`src/rtl/barrel_shift_pkg.sv`:
```
// barrel_shift_pkg: op encodings and legality helper shared by the pipelined shifter
package barrel_shift_pkg;
    localparam logic [2:0] OP_SLL = 3'd0;
    localparam logic [2:0] OP_SRL = 3'd1;
    localparam logic [2:0] OP_SRA = 3'd2;
    localparam logic [2:0] OP_ROR = 3'd3;
    localparam logic [2:0] OP_ROL = 3'd4;

    function automatic logic is_legal_op(input logic [2:0] op);
        return op <= OP_ROL;
    endfunction
endpackage

```
`src/rtl/barrel_shift_stage.sv`:
```
// barrel_shift_stage: one slice of the shift amount plus its stage registers and advance logic
module barrel_shift_stage
    import barrel_shift_pkg::*;
#(
    parameter int DATA_WIDTH = 32,
    parameter int B          = 1,
    parameter int OFFSET     = 0,
    parameter int ADDR_WIDTH = 5,
    parameter int TAG_WIDTH  = 5
) (
    input  logic                  clk,
    input  logic                  rst_n,
    input  logic                  flush,
    input  logic                  up_valid,
    input  logic [DATA_WIDTH-1:0] up_data,
    input  logic [2:0]            up_op,
    input  logic [ADDR_WIDTH-1:0] up_count,
    input  logic [TAG_WIDTH-1:0]  up_tag,
    input  logic                  up_illegal,
    input  logic                  down_advance,
    output logic                  advance,
    output logic                  valid,
    output logic [DATA_WIDTH-1:0] data,
    output logic [2:0]            op,
    output logic [ADDR_WIDTH-1:0] count,
    output logic [TAG_WIDTH-1:0]  tag,
    output logic                  illegal
);
    logic [ADDR_WIDTH-1:0] n;
    logic [DATA_WIDTH-1:0] sra, ror, rol, res;

    assign n       = ADDR_WIDTH'(up_count[OFFSET +: B]) << OFFSET;
    assign advance = !valid || down_advance;

    // This slice's partial shift; reserved ops pass the data through untouched
    always_comb begin
        sra = $signed(up_data) >>> n;
        ror = DATA_WIDTH'({up_data, up_data} >> n);
        rol = DATA_WIDTH'(({up_data, up_data} << n) >> DATA_WIDTH);
        res = up_op == OP_SLL ? up_data << n :
              up_op == OP_SRL ? up_data >> n :
              up_op == OP_SRA ? sra :
              up_op == OP_ROR ? ror :
              up_op == OP_ROL ? rol : up_data;
    end

    // Stage registers: flush kills the valid bit, payload only loads with a real op
    always_ff @(posedge clk or negedge rst_n) begin
        if (!rst_n) begin
            valid   <= 1'b0;
            data    <= '0;
            op      <= '0;
            count   <= '0;
            tag     <= '0;
            illegal <= 1'b0;
        end else if (flush) begin
            valid <= 1'b0;
        end else if (advance) begin
            valid <= up_valid;
            if (up_valid) begin
                data    <= res;
                op      <= up_op;
                count   <= up_count;
                tag     <= up_tag;
                illegal <= up_illegal;
            end
        end
    end
endmodule

```
`src/rtl/barrel_shift_pipe.sv`:
```
// barrel_shift_pipe: pipelined barrel shifter with valid/ready handshakes and tag sideband
module barrel_shift_pipe
    import barrel_shift_pkg::*;
#(
    parameter int DATA_WIDTH = 32,
    parameter int ADDR_WIDTH = 5,
    parameter int STAGES     = 5,
    parameter int TAG_WIDTH  = 5
) (
    input  logic                  clk,
    input  logic                  rst_n,
    input  logic                  flush,
    input  logic                  in_valid,
    output logic                  in_ready,
    input  logic [DATA_WIDTH-1:0] data_in,
    input  logic [ADDR_WIDTH-1:0] shift_count,
    input  logic [2:0]            op,
    input  logic [TAG_WIDTH-1:0]  tag_in,
    output logic                  out_valid,
    input  logic                  out_ready,
    output logic [DATA_WIDTH-1:0] data_out,
    output logic [TAG_WIDTH-1:0]  tag_out,
    output logic                  illegal_op
);
    localparam int B = ADDR_WIDTH / STAGES;

    if (ADDR_WIDTH % STAGES != 0) begin : g_bad_split
        $error("barrel_shift_pipe: ADDR_WIDTH must be a multiple of STAGES");
    end
    if (ADDR_WIDTH != $clog2(DATA_WIDTH)) begin : g_bad_width
        $error("barrel_shift_pipe: ADDR_WIDTH must equal clog2(DATA_WIDTH)");
    end

    logic                  st_valid   [STAGES+1];
    logic                  st_advance [STAGES+1];
    logic [DATA_WIDTH-1:0] st_data    [STAGES+1];
    logic [2:0]            st_op      [STAGES+1];
    logic [ADDR_WIDTH-1:0] st_count   [STAGES+1];
    logic [TAG_WIDTH-1:0]  st_tag     [STAGES+1];
    logic                  st_illegal [STAGES+1];

    assign st_valid[0]        = in_valid;
    assign st_data[0]         = data_in;
    assign st_op[0]           = op;
    assign st_count[0]        = shift_count;
    assign st_tag[0]          = tag_in;
    assign st_illegal[0]      = !is_legal_op(op);
    assign st_advance[STAGES] = out_ready;

    assign in_ready   = st_advance[0];
    assign out_valid  = st_valid[STAGES];
    assign data_out   = st_data[STAGES];
    assign tag_out    = st_tag[STAGES];
    assign illegal_op = st_illegal[STAGES];

    for (genvar k = 0; k < STAGES; k++) begin : g_stage
        barrel_shift_stage #(
            .DATA_WIDTH(DATA_WIDTH),
            .B         (B),
            .OFFSET    (k * B),
            .ADDR_WIDTH(ADDR_WIDTH),
            .TAG_WIDTH (TAG_WIDTH)
        ) u_stage (
            .clk         (clk),
            .rst_n       (rst_n),
            .flush       (flush),
            .up_valid    (st_valid[k]),
            .up_data     (st_data[k]),
            .up_op       (st_op[k]),
            .up_count    (st_count[k]),
            .up_tag      (st_tag[k]),
            .up_illegal  (st_illegal[k]),
            .down_advance(st_advance[k+1]),
            .advance     (st_advance[k]),
            .valid       (st_valid[k+1]),
            .data        (st_data[k+1]),
            .op          (st_op[k+1]),
            .count       (st_count[k+1]),
            .tag         (st_tag[k+1]),
            .illegal     (st_illegal[k+1])
        );
    end
endmodule

```
`config.mk`:
```
export PLATFORM = sky130hd
export DESIGN_NAME = barrel_shift_pipe
export DESIGN_NICKNAME = d
export VERILOG_FILES = /design/src/rtl/barrel_shift_pkg.sv /design/src/rtl/barrel_shift_stage.sv /design/src/rtl/barrel_shift_pipe.sv
export SDC_FILE = /design/constraint.sdc
export NUM_CORES = 1
export LEC_CHECK = 0
export ABC_AREA = 1
export CORE_UTILIZATION = 33
export CTS_CLUSTER_SIZE = 10
export DETAILED_ROUTE_END_ITERATION = 8
export SLEW_MARGIN = 20
export SYNTH_ARGS = -nofsm -noshare
export SYNTH_HDL_FRONTEND = slang
export SYNTH_SLANG_ARGS = --single-unit
```
`constraint.sdc`:
```
create_clock -name clk -period 1.5 [get_ports clk]
set_input_delay 0.3 -clock clk [delete_from_list [all_inputs] [get_ports clk]]
set_output_delay 0.3 -clock clk [all_outputs]
set_load 0.05 [all_outputs]
```
Yosys cells after proc, flatten, opt, wreduce, memory -nomap -nowiden --
Cells that the tools add are included.
Word-level totals: memories kept 0, bits in read-only memories 0, bits in latches 0, word-level logic and storage cells 136, bits in registers 227, RAM bits 0, bits of input ports 50
Operators by class: reduce and logical (&&, ||, !) cells 26, add/subtract/negate cells 0, $mul 0, bitwise gates (word level) 1, equality and inequality tests 20, div/mod/pow operators 0, $lt $le $gt $ge 1, multiplexer cells 35, shift operators 25
Operators by type and width (number):
- two-way mux 32 bit | 25
- left shift 64 x 1 -> 64 bit | 1
- left shift 64 x 2 -> 64 bit | 1
- left shift 64 x 3 -> 64 bit | 1
- left shift 64 x 4 -> 64 bit | 1
- left shift 64 x 5 -> 64 bit | 1
- right shift 64 x 1 -> 32 bit | 1
- right shift 64 x 2 -> 32 bit | 1
- right shift 64 x 3 -> 32 bit | 1
- right shift 64 x 4 -> 32 bit | 1
- right shift 64 x 5 -> 32 bit | 1
- left shift 32 x 1 -> 32 bit | 1
- left shift 32 x 2 -> 32 bit | 1
- left shift 32 x 3 -> 32 bit | 1
- left shift 32 x 4 -> 32 bit | 1
- left shift 32 x 5 -> 32 bit | 1
- right shift 32 x 1 -> 32 bit | 1
- right shift 32 x 2 -> 32 bit | 1
- right shift 32 x 3 -> 32 bit | 1
- right shift 32 x 4 -> 32 bit | 1
- right shift 32 x 5 -> 32 bit | 1
- >>> shifter 32 x 1 -> 32 bit | 1
- >>> shifter 32 x 2 -> 32 bit | 1
- >>> shifter 32 x 3 -> 32 bit | 1
- other kinds (13) | 60

Depth between registers and ports, before layout --
depth after elaboration 8, mapped depth 10, depth with buffers taken out 10

By module --
Synthesis repeated with hierarchy kept, for this count alone.
Unflattened totals: cell total of the unflattened synthesis 1939, area, all modules 13843.3 sq um
By module, submodules not included:
- barrel_shift_stage (g_stage[3].u_stage) | cells an instance 447, seq. area each 1176.1 sq um, times used 1, area an instance 2937.8 sq um
- barrel_shift_stage (g_stage[2].u_stage) | cells an instance 402, seq. area each 1176.1 sq um, times used 1, area an instance 2851.5 sq um
- barrel_shift_stage (g_stage[1].u_stage) | cells an instance 377, seq. area each 1176.1 sq um, times used 1, area an instance 2776.4 sq um
- barrel_shift_stage (g_stage[0].u_stage) | cells an instance 387, seq. area each 1176.1 sq um, times used 1, area an instance 2775.2 sq um
- barrel_shift_stage (g_stage[4].u_stage) | cells an instance 323, seq. area each 1176.1 sq um, times used 1, area an instance 2491.1 sq um
- barrel_shift_pipe | cells an instance 3, seq. area each 0.0 sq um, times used 1, area an instance 11.3 sq um

Worst setup path after synthesis --
No wires, ideal clock.
path kind register -> register, from reg g_stage[4].u_stage.valid, to reg g_stage[0].u_stage.op[2], path buffers 2, path slack -0.399 ns, stages on the path, launching flop included 11, library setup time 0.077 ns, arrival 1.822 ns, clock period less this slack 1.899 ns, cell sequence dfrtp_1 inv_1 nor2_4 nand4_2 inv_2 nand2_2 nand3_2 buf_6 buf_6 nand2_1 o21ai_1
On the way: cells in the longest elaborated chain, start to end 7
Ends and longest elaborated chain:
- from (decl) | line barrel_shift_stage.sv:22 | output logic valid,
- from (signal assigned) | line barrel_shift_stage.sv:59 | valid <= up_valid;
- zero test 1 bit | line barrel_shift_stage.sv:33 | assign advance = !valid || down_advance;
- logical OR 1 bit (5 in series) | line barrel_shift_stage.sv:33
- via in_ready | line barrel_shift_pipe.sv:14 | output logic in_ready,
- AND reduction 3 bit (no source line)
- to (signal assigned) | line barrel_shift_stage.sv:62 | op <= up_op;
- to (decl) | line barrel_shift_stage.sv:24 | output logic [2:0] op,
The timed path passes the listed nets, and every way through them passes these cells. A chain may end at the register's enable or synchronous reset.

Final worst setup path --
from reg g_stage[4].u_stage.valid, to out in_ready
On the way: cells in the longest elaborated chain, start to end 6
Ends and longest elaborated chain (line):
- zero test 1 bit | barrel_shift_stage.sv:33
- logical OR 1 bit (5 in series) | barrel_shift_stage.sv:33
- to (decl) | barrel_shift_pipe.sv:14
Every way passes these cells.

==> metrics <==
met1 Resource Use GR=26.3%; FF+latch count, synth=217; Post-synth EDFFs=0; Starting DRT DRC Count=841; Max-Cap Viols=0; core area=36900 um^2; unrepaired setup endpoints after global routing=true; syn avg cell area=7.16 um^2; Fill cells=3675; setup violators final=114; total track usage=20.3%; latest clock arrival within the worst-skew pair=0.53 ns; Hold Slack=0.294 ns; Synth area leader=dfrtp_1; clk slew on worst S/H paths=0.05 ns; ys flop type=dfrtp_1; CTS Buf Count=26; Post-Syn Area=12500 um^2; R2R Setup Slk=-0.22 ns; leakage=7.66 nW; Nets=1948; routed len/inst=16.7 um; Seq/Total Area, Yosys=43.5%; Ys Warns=0; Cell Pwr Density=1540 nW/um^2; Final Max Tran Viols=0; grt ovf=0; outcome=complete, but fails checks; share of the synthesized area in the top cell type=43.5%; CP Max Fanout=3; largest cells by area after synthesis=dfrtp_1 44%, nand2_1 13%, a21oi_1 8.2%, nor2_1 6.1%, o21ai_0 4.9%; Startpoint Class=flop; synth unique cells=34; met2 Track Usage GR=34.6%; detailed-route DRC error count=0; First-pass DRT Iterations=5; GRT Max-Usage Layer=met2; main combinational cell family by area after synthesis=simple AND/OR/NAND/NOR gates; Die Wd=196 um; TritonCTS clock tree=done; Die Ht=196 um; starting density of the core=33.8%; clk buf depth=3; slowest stage cell, crit path=dfrtp_2; Worst slew margin=69.0%; placed cell area=15200 um^2; Final Cycle Share=118%; CTS H-tree depth=1; hpwl dp=28.3 mm; IR drop worst, VDD=588 uV; Final Routed Wirelength=40.2 mm; Worst path max stage delay=0.36 ns; cells on worst reg2reg path=12; syn nets=1793; Final Util=45.7%; CP arrival=1.47 ns; layout cells sized above 1=18.8%; first-pass GRT wire length=63.6 mm; kind of critical path=flop to primary output; Final min period=1.77 ns; crit path capture type=primary output; Reg2Reg Capture Point=g_stage[4].u_stage.data[10]; Final Hold Vio Count=0; post-route cell area=16900 um^2; clk root buf=clkbuf_16; DR vias=12339; row count=70; M3 GR Usage=2.28%; n_diodes=0; mux cell area share after synthesis=0%; Final ANT Viol Nets=0; antenna violations before repair=0; Die ar.=38600 um^2; Critical Path RT=1.20 ns; simple-gate area share of the yosys netlist=24.1%; largest net degree at the start of global routing=67; fmax=564 MHz; failing checks=negative setup slack; Setup Skew=0.0113 ns; fin cells=2411; Critical Path, Cell by Cell=inv_2, nor2_4, nand4_4, inv_4, nand2_8, buf_8; GP Congestion=0.902; XOR/XNOR Fraction of Synth Area=0%; # IOs=90; Hold WC Path Type=input port to asynchronous set/reset pin; Post-synth ARST share=100%; Sink Count=217; vias in the first global route=11854; slew at the pin closest to its max-slew limit=0.466 ns; vias per cell=5.12; Cells after Synth=1743; setup slack after layout=-0.274 ns; IO buf count=89; Placed Cells=2348; Compound-Gate Fraction of Synth Area=23.4%; Adder-Cell Fraction of Synth Area=0%; area grow syn2layout=35.1%; worst r2r src=g_stage[4].u_stage.valid
## power breakdown
group          total [mW]  switching (mW)  internal, mW
clock                5.69            2.38          3.31
combinational        10.8            6.23          4.59
sequential           9.37            1.92          7.45
total                25.9            10.5          15.4
## worst max-delay path, delay by kind of cell (launching register included)
kind,cells,cell delay (ns)
AND/OR/NAND/NOR,3,0.29
flip-flops,1,0.36
buffers and inverters,3,0.29
## layout by cell type, fill, tap and decap left out, types with 4 or more instances in the layout
cell,n
nand2_4,7
nand2_1,410
buf_6,9
a21oi_2,22
nand3b_1,9
nand4_1,4
a22oi_2,4
buf_4,96
a22oi_1,9
nor2_4,8
nand3_1,76
nand2_2,12
o21ai_0,111
a21oi_1,175
buf_12,74
dfrtp_1,215
o21ai_2,7
o21ai_1,73
inv_2,18
clkbuf_1,7
a21oi_4,9
buf_8,4
o22ai_1,58
o221ai_1,10
clkbuf_16,35
nor2_1,178
o211ai_1,21
clkdlybuf4s50_1,47
a31oi_1,17
inv_1,119
nor2_2,26
## cell families after synthesis
kind of cell / count (synthesis)
and+or+nand+nor: 738
AOI/OAI and AO/OA: 529
buffers and inverters: 259
DFF: 217
## synthesized netlist by cell type (2+ instances only)
master,instances
o2111ai_1,2
inv_1,122
a41oi_1,4
a31oi_1,19
inv_2,21
o21ai_1,69
o221ai_1,10
clkbuf_1,46
a22oi_1,13
a21oi_1,205
a211oi_1,4
buf_1,4
nand3_2,2
nand4_1,4
nor2_2,5
o211ai_1,21
nand2_1,423
o21ai_0,122
buf_4,20
nand2_2,8
nand3_1,77
nor2_4,4
dfrtp_1,217
buf_6,3
buf_2,42
nand3b_1,9
nor2_1,203
o22ai_1,58
## cell type report
class	count	area, um^2	area share [%]
well taps	504	631	3.74
repair buffers	242	3100	18.4
clock buffers	36	729	4.33
inverters	144	571	3.39
flip-flops and latches	217	5430	32.2
multi-input cells	1267	6380	37.9
clock inverters	1	5.00	0.0297
## flip-flops by register name, summed over array words and instances (netlist names)
signal,cells
g_stage.u_stage.data,160
g_stage.u_stage.tag,25
g_stage.u_stage.op,12
g_stage.u_stage.count,10
g_stage.u_stage.illegal,5
g_stage.u_stage.valid,5
## repair_timing
action	in CTS	in global routing
gates resized for setup	47	109
pin swaps	7	30
hold endpoints to repair	43	0
hold buffers	1	0
buffers inserted	5	9
setup endpoints to repair	45	171
cloned	2	9
## how the worst max path moves through the flow
stage	start	endpoint	slack, ns	cells after the start
after floorplan	g_stage[4].u_stage.valid	g_stage[0].u_stage.op[2]	-0.12	10
after global placement	flush	g_stage[4].u_stage.data[31]	-0.34	8
after detailed placement	flush	g_stage[4].u_stage.data[31]	-0.38	8
after CTS	g_stage[4].u_stage.valid	in_ready	-0.30	6
after global routing	g_stage[4].u_stage.valid	in_ready	-0.34	6
final	g_stage[4].u_stage.valid	in_ready	-0.27	6
## metal layers
metal  routed length [um]  part of all wire (%)
met5                    0                     0
met4                 1380                   3.4
met2                19600                    49
met1                17600                    44
met3                 1660                   4.1
## stage by stage
step / total power, mW / setup TNS, ns / setup slack, ns
after floorplan: 14.8 / -5.52 / -0.116
after global placement: 19.6 / -52.57 / -0.336
after detailed placement: 19.6 / -57.33 / -0.375
after CTS: 25.6 / -2.47 / -0.305
after global routing: 27.5 / -23.96 / -0.344
final: 25.9 / -13.42 / -0.274
(Power assumes the default switching activity.)
